<file path="src/rtl/audio_pkg.sv">
// Shared audio-path definitions: period limits, default playback speed,
// handshake state encoding and the period clamp helper.
package audio_pkg;

   localparam logic [31:0] DEFAULT_MIN_COUNT = 32'd16;
   localparam logic [31:0] DEFAULT_MAX_COUNT = 32'd65535;
   localparam logic [31:0] DEFAULT_SPEED     = 32'd2274;

   typedef enum logic {
      IDLE = 1'b0,
      REQ  = 1'b1
   } req_state_t;

   // Upstream wraps (to 0 or to huge values) land on the nearest legal period.
   function automatic logic [31:0] clamp_period(input logic [31:0] x,
                                                input logic [31:0] lo,
                                                input logic [31:0] hi);
      logic [31:0] y;
      y = x;
      if (x < lo)
         y = lo;
      else if (x > hi)
         y = hi;
      return y;
   endfunction

endpackage

</file>
<file path="src/rtl/sample_rate_gen_if.sv">
// Sample request/acknowledge handshake between the rate generator and the
// flash-read/audio consumer.
interface sample_rate_gen_if;
   logic sample_req;
   logic sample_ack;

   modport master (output sample_req, input sample_ack);
   modport slave  (input sample_req, output sample_ack);
endinterface

</file>
<file path="src/rtl/period_counter.sv">
// Period counter: clamps the requested period, holds the period in force and
// raises a combinational tick on the last cycle of each period.
module period_counter
   import audio_pkg::*;
#(
   parameter logic [31:0] MIN_COUNT = DEFAULT_MIN_COUNT,
   parameter logic [31:0] MAX_COUNT = DEFAULT_MAX_COUNT
) (
   input  logic        clk,
   input  logic        reset,
   input  logic        enable,
   input  logic [31:0] count_to,
   output logic [31:0] limit,
   output logic        tick
);

   logic [31:0] r_cnt;
   logic [31:0] r_limit;
   logic [31:0] w_clamped;
   logic        w_tick;

   assign w_clamped = clamp_period(count_to, MIN_COUNT, MAX_COUNT);
   assign w_tick    = enable && (r_cnt == (r_limit - 32'd1));

   // The new period is only taken at the wrap, so mid-period edits never
   // shorten or stretch the period already running.
   always_ff @(posedge clk) begin
      if (reset) begin
         r_cnt   <= 32'd0;
         r_limit <= w_clamped;
      end else if (w_tick) begin
         r_cnt   <= 32'd0;
         r_limit <= w_clamped;
      end else if (enable) begin
         r_cnt   <= r_cnt + 32'd1;
      end
   end

   assign limit = r_limit;
   assign tick  = w_tick;

endmodule

</file>
<file path="src/rtl/sample_rate_gen.sv">
// Audio sample-rate strobe generator: divides clk into sample requests
// delivered over a req/ack handshake, flagging requests lost to a slow consumer.
module sample_rate_gen
   import audio_pkg::*;
#(
   parameter logic [31:0] MIN_COUNT = DEFAULT_MIN_COUNT,
   parameter logic [31:0] MAX_COUNT = DEFAULT_MAX_COUNT
) (
   input  logic                      clk,
   input  logic                      reset,
   input  logic                      enable,
   input  logic [31:0]               count_to,
   input  logic                      overrun_clr,
   sample_rate_gen_if.master         hs,
   output logic                      overrun,
   output logic [31:0]               limit
);

   logic       w_tick;
   req_state_t r_state;
   req_state_t w_state_next;
   logic       w_overrun_set;
   logic       r_overrun;

   period_counter #(
      .MIN_COUNT(MIN_COUNT),
      .MAX_COUNT(MAX_COUNT)
   ) u_period_counter (
      .clk      (clk),
      .reset    (reset),
      .enable   (enable),
      .count_to (count_to),
      .limit    (limit),
      .tick     (w_tick)
   );

   always_ff @(posedge clk) begin
      if (reset) begin
         r_state   <= IDLE;
         r_overrun <= 1'b0;
      end else begin
         r_state <= w_state_next;
         if (w_overrun_set)
            r_overrun <= 1'b1;
         else if (overrun_clr)
            r_overrun <= 1'b0;
      end
   end

   // A tick while still pending re-arms the request; it is only an overrun
   // if the consumer did not take the old sample in that same cycle.
   always_comb begin
      w_state_next  = r_state;
      w_overrun_set = 1'b0;
      case (r_state)
         IDLE: begin
            if (w_tick)
               w_state_next = REQ;
         end
         REQ: begin
            if (w_tick) begin
               w_state_next  = REQ;
               w_overrun_set = !hs.sample_ack;
            end else if (hs.sample_ack) begin
               w_state_next = IDLE;
            end
         end
         default: w_state_next = IDLE;
      endcase
   end

   assign hs.sample_req = (r_state == REQ);
   assign overrun       = r_overrun;

endmodule

</file>
<file path="src/flat_wrapper.sv">
// flat-port wrapper written by rule: the top's interface ports become plain ports
module sample_rate_gen_flat import audio_pkg::*;
#(
   parameter logic [31:0] MIN_COUNT = DEFAULT_MIN_COUNT,
   parameter logic [31:0] MAX_COUNT = DEFAULT_MAX_COUNT
)
  (clk, reset, enable, count_to, overrun_clr, overrun, limit, hs_sample_req, hs_sample_ack);
  sample_rate_gen_if hs_i ();
  input  logic clk;
  input  logic reset;
  input  logic enable;
  input  logic [31:0] count_to;
  input  logic overrun_clr;
  output logic overrun;
  output logic [31:0] limit;
  output wire logic [$bits(hs_i.sample_req)-1:0] hs_sample_req;
  input wire logic [$bits(hs_i.sample_ack)-1:0] hs_sample_ack;
  assign hs_sample_req = hs_i.sample_req;
  assign hs_i.sample_ack = hs_sample_ack;
  sample_rate_gen #(.MIN_COUNT(MIN_COUNT), .MAX_COUNT(MAX_COUNT)) u_core (.clk(clk), .reset(reset), .enable(enable), .count_to(count_to), .overrun_clr(overrun_clr), .hs(hs_i), .overrun(overrun), .limit(limit));
endmodule
</file>
<file path="config.mk">
export PLATFORM = sky130hd
export DESIGN_NAME = sample_rate_gen_flat
export DESIGN_NICKNAME = d
export VERILOG_FILES = /design/src/rtl/audio_pkg.sv /design/src/rtl/sample_rate_gen_if.sv /design/src/rtl/period_counter.sv /design/src/rtl/sample_rate_gen.sv /design/src/flat_wrapper.sv
export SDC_FILE = /design/constraint.sdc
export NUM_CORES = 1
export LEC_CHECK = 0
export BUFFER_PORTS_ARGS = -buffer_cell sky130_fd_sc_hd__buf_2
export CAP_MARGIN = 20
export CORE_UTILIZATION = 51
export CTS_CLUSTER_DIAMETER = 80
export CTS_CLUSTER_SIZE = 28
export DETAILED_ROUTE_END_ITERATION = 8
export PLACE_DENSITY = 0.74
export SYNTH_ARGS = -nofsm -noshare
export SYNTH_HDL_FRONTEND = slang
export SYNTH_SLANG_ARGS = --single-unit
</file>
<file path="constraint.sdc">
create_clock -name clk -period 5.1 [get_ports clk]
set_input_delay 1.53 -clock clk [delete_from_list [all_inputs] [get_ports clk]]
set_output_delay 1.53 -clock clk [all_outputs]
set_load 0.05 [all_outputs]
</file>
# Word level (Yosys, flattened, before mapping)
# Cells that the tools add are included.
# classes
addsub,2
n_lt_le_gt_ge,2
eq_ne,1
n_mux,12
bitwise_logic,1
reduce_logical,5
# op_table
operator,n
$mux W32,4
$add A32 B1 Y32 const B,1
$eq A32 B32 Y1,1
$gt A32 B16 Y1 const B,1
$lt A32 B5 Y1 const B,1
$sub A32 B1 Y32 const B,1
$mux W1,7
$reduce_bool A2 Y1,2
$pmux W1 S2,1
$reduce_or A2 Y1,1
$logic_and A1 B1 Y1,1
$logic_not A1 Y1,1
$not A1 Y1,1
# word_totals
register_bits,66
out_inout_bits,34
elab_cells,27

# Longest topological paths before layout
# depth
depth_word,6
mapped_depth,11
mapped_depth_nobuf,9

# Modules after synthesis
# A second synthesis with hierarchy kept.
# hier_totals
cells_unflattened,403
hier_area_um2,3975.1
# modules_own_cells
module,instances,cells_per_inst,area_per_inst_um2,seq_area_each_um2
period_counter,1,396,3903.7,1601.5
sample_rate_gen,1,7,71.3,40.0

# Worst setup path after synthesis
# OpenSTA, ideal clock, no wires.
# synth_timing
kind,reg-to-reg
start,register u_core.u_period_counter.r_limit[8] (netlist: u_core.u_period_counter.limit[8])
end,register u_core.u_period_counter.r_limit[0] (netlist: u_core.u_period_counter.limit[0]) (enable)
arrival_ns,3.473
required_ns,4.769
path_slack_ns,1.296
path_stages_with_launch,10
path_cell_list,edfxtp_1 > buf_6 > or4_1 > buf_4 > nor4_4 > and3_1 > a31oi_1 > or4_4 > o41ai_4 > buf_6
# synth_between
elab_chain_len,4
# synth_lines
item,line_no,rtl
"start, declared",period_counter.sv:18,logic [31:0] r_limit;
"start signal, assigned",period_counter.sv:30,r_limit <= w_clamped;
"start signal, assigned",period_counter.sv:33,r_limit <= w_clamped;
$sub A32 B1 Y32,period_counter.sv:23,assign w_tick = enable && (r_cnt == (r_limit - 32'd1));
$eq A32 B32 Y1,period_counter.sv:23,
$logic_and A1 B1 Y1,period_counter.sv:23,
$reduce_bool A2 Y1 (no line),--,
# Every way passes these cells.
# A chain may end at the register's enable or synchronous reset.

# Final worst setup path
# layout_timing
start,register u_core.u_period_counter.r_limit[4] (netlist: u_core.u_period_counter.limit[4])
end,register u_core.u_period_counter.r_limit[2] (netlist: u_core.u_period_counter.limit[2]) (enable)
# The elaborated chain is that of the path after synthesis.

==> key figures <==
Setup path
  • Cell family with most CP delay: simple AND/OR/NAND/NOR gates
  • Critical Path Slowest Stage Cell: or4_1
  • Critical path peak fanout: 34
  • Crit path buffers/inverters: 1
  • Crit end category: flip-flop
  • Max incr delay on CP: 770 ps
  • Critical path required time: 5100 ps
  • CP arrival: 3960 ps
  • Crit-path cells: or4_1 > nor2_1 > and3_1 > a31oi_1 > or4_4 > o41ai_4 > buf_4
  • Crit path kind: reg -> reg
  • CP startpoint kind: flip-flop

Placement
  • PortBufs: 70
  • Pre-CTS setup slack: 1170 ps
  • Detailed placement HPWL: 7.43 mm
  • Placer congestion estimate: 0.908
  • Placed Area: 4440 um^2

Logic synthesis
  • Post-synth EDFFs: 32
  • Synth Cell Area: 3980 um^2
  • Synth cell types: 57
  • Top cell type's share of synthesized area: 24.1%
  • Seq/Total Area, Yosys: 41.2%
  • Synth Flop Type: dfxtp_1
  • #FFs+latches synth: 66
  • Area leader, netlist: edfxtp_1
  • Synth Instances: 420
  • Synth area leaders: edfxtp_1 24%, dfxtp_1 17%, xor2_1 8.4%
  • Top cells by count, synth: 48 x nor2_1, 38 x xor2_1, 35 x xnor2_1
  • Cell with the most instances after synthesis: nor2_1
  • Synth warn: 0
  • Post-synth ARST share: 0%
  • Syn Area/Cell: 9.49 um^2

Cells and area
  • Nets: 543
  • Multi-input gate area: 2270 um^2
  • Share of cells above drive strength 1: 22.6%
  • Storage element area: 1640 um^2
  • # diodes: 0
  • Fin area: 4660 um^2
  • Layout area overhead: 17.0%
  • Filler cells: 647

CTS
  • # hold bufs at CTS: 0
  • Reg clk slew, reported paths: 70 ps
  • CTS buffer count: 9
  • Htree depth: 3
  • Maximum root-to-sink buffer count: 2
  • Postcts setup bufs: 0
  • CTS tree: built
  • PostCTS Resize Cnt: 0
  • CTS root buffer: clkbuf_8
  • Clock tree sinks: 66
  • Worst-skew pair later-pin latency: 340 ps

Timing
  • Worst hold slack: 506 ps
  • Post-layout min period: 3960 ps
  • Final hold vios: 0
  • Worst Tran Pin Value: 927 ps
  • Fin crit share: 77.7%
  • Max transition margin: 37.6%
  • Fin Setup TNS: 0 ps
  • Upper clock frequency limit: 0.252 GHz
  • Skew final: 5.55 ps
  • Final worst slack: 1140 ps
  • Fin. max-slew vios: 0
  • Final setup viols: 0
  • RSZ-0062 raised after global routing: false

Floorplan
  • Die ar.: 8170 um^2
  • IO Pins: 71
  • Die width: 90.4 um
  • Row count: 31
  • Die Ht: 90.4 um
  • Starting Density: 53.8%
  • Core area: 7410 um^2

Global routing
  • Largest net degree at the start of global routing: 35
  • Number of global-route vias before repair: 3264
  • First-pass GRT wire length: 16.2 mm
  • Gr ovfl total: 0
  • GRT Total Usage: 25.3%
  • Initial antenna violation count: 0

Worst hold path
  • Worst Hold Class: reg -> reg

Run
  • Max-Cap Viols: 0

Drt
  • Vias post-DR: 3431
  • Final ANT Viol Nets: 0
  • WL per Instance: 16.1 um
  • Drt drc: 0
  • Iter 0 DRT Violations: 241
  • Vias per std cell: 5.64
  • Final wirelength: 9.78 mm
  • Drt pass-1 iters: 5

Outcome
  • Status: finished, final reports clean

Pwr
  • PnR Total Power: 1.26 mW
  • P_leak: 1.71 nW
  • Pwr Density: 270 nW/um^2
  • Worst vdd ir: 0.250 mV
==> power breakdown <==
group	internal (mW)	leakage (nW)	switching, mW	total (mW)
sequential	0.575	0.592	0.0316	0.607
clock	0.274	0.107	0.204	0.478
combinational	0.0546	1.01	0.119	0.174
==> state kept, by name, indices dropped and copies added, names as in the netlist <==
signal and flops:
u_core.overrun 1, u_core.hs.sample_req 1, u_core.u_period_counter.limit 32, u_core.u_period_counter.r_cnt 32
==> tightest hold or removal path, stage by stage, from the launching register on <==
cell and delay, ps:
dfxtp_1 310, nand3b_1 70, o41ai_1 70
==> area by class of cell <==
cell class | instances | area share [%]
sequential | 66 | 35.2
tap | 99 | 2.66
timing repair buffer | 74 | 8.16
inverter | 7 | 0.564
multi-input combinational | 346 | 48.7
clock inverter | 7 | 2.01
clock buffer | 9 | 2.66
==> through the flow <==
stage | instances | utilization [%]
6_report | 608 | 62.9
5_1_grt | 608 | 62.9
4_1_cts | 608 | 62.9
3_5_place_dp | 592 | 60.0
3_3_place_gp | 592 | 60.0
2_1_floorplan | 435 | -
==> layer usage <==
layer	GRT usage, %	share of wire [%]	up-vias
li1	-	-	1705
met1	34.7	47	1623
met2	40.6	46	95
met3	4.55	5.9	8
met4	7.53	1.0	0
met5	0	0	-
==> path summary, 6_finish.rpt <==
kind                                                       start                                             end  slack [ps]  cells after the start
setup reg to reg  u_core.u_period_counter.limit[4]$_SDFFCE_PN1P_  u_core.u_period_counter.limit[2]$_SDFFCE_PN0P_        1140                      7
hold reg to reg                      u_core.overrun$_SDFFE_PP0P_                     u_core.overrun$_SDFFE_PP0P_         510                      2
setup / recovery  u_core.u_period_counter.limit[4]$_SDFFCE_PN1P_  u_core.u_period_counter.limit[2]$_SDFFCE_PN0P_        1140                      7
hold / removal                       u_core.overrun$_SDFFE_PP0P_                     u_core.overrun$_SDFFE_PP0P_         510                      2
==> layout by cell type, fill, tap and decap left out, types with 4 or more instances in the layout <==
cell,synthesis,final
buf_2,2,70
nor2_1,48,48
xor2_1,38,38
xnor2_1,35,35
dfxtp_1,34,34
edfxtp_1,32,32
nand3_1,23,23
nand2_1,21,21
nor4_1,18,18
conb_1,1,16
nor3_1,13,13
or2_2,13,13
nand4_1,12,12
and3_1,10,10
or4_1,9,9
a21oi_1,9,9
clkbuf_8,0,9
or3_1,8,8
inv_1,7,7
o21ai_0,7,7
and4_1,7,7
a21o_1,6,6
mux2i_1,4,4
a31o_2,4,4
o211ai_1,4,4
a311oi_1,4,4
buf_4,1,4
==> cells by family (layout without fill, tap and decap cells) <==
family / after synthesis / after routing / synth area share [%]
xor gates and xnor gates: 73 / 73 / 16.0
AOI/OAI and AO/OA: 50 / 50 / 9.52
muxes: 4 / 4 / 1.01
DFF: 66 / 66 / 41.2
adders and majority gates: 2 / 2 / 0.628
other: 1 / 16 / 0.0941
buffers and inverters: 23 / 97 / 3.24
and+or+nand+nor: 201 / 201 / 28.3
(Power assumes the default switching activity.)
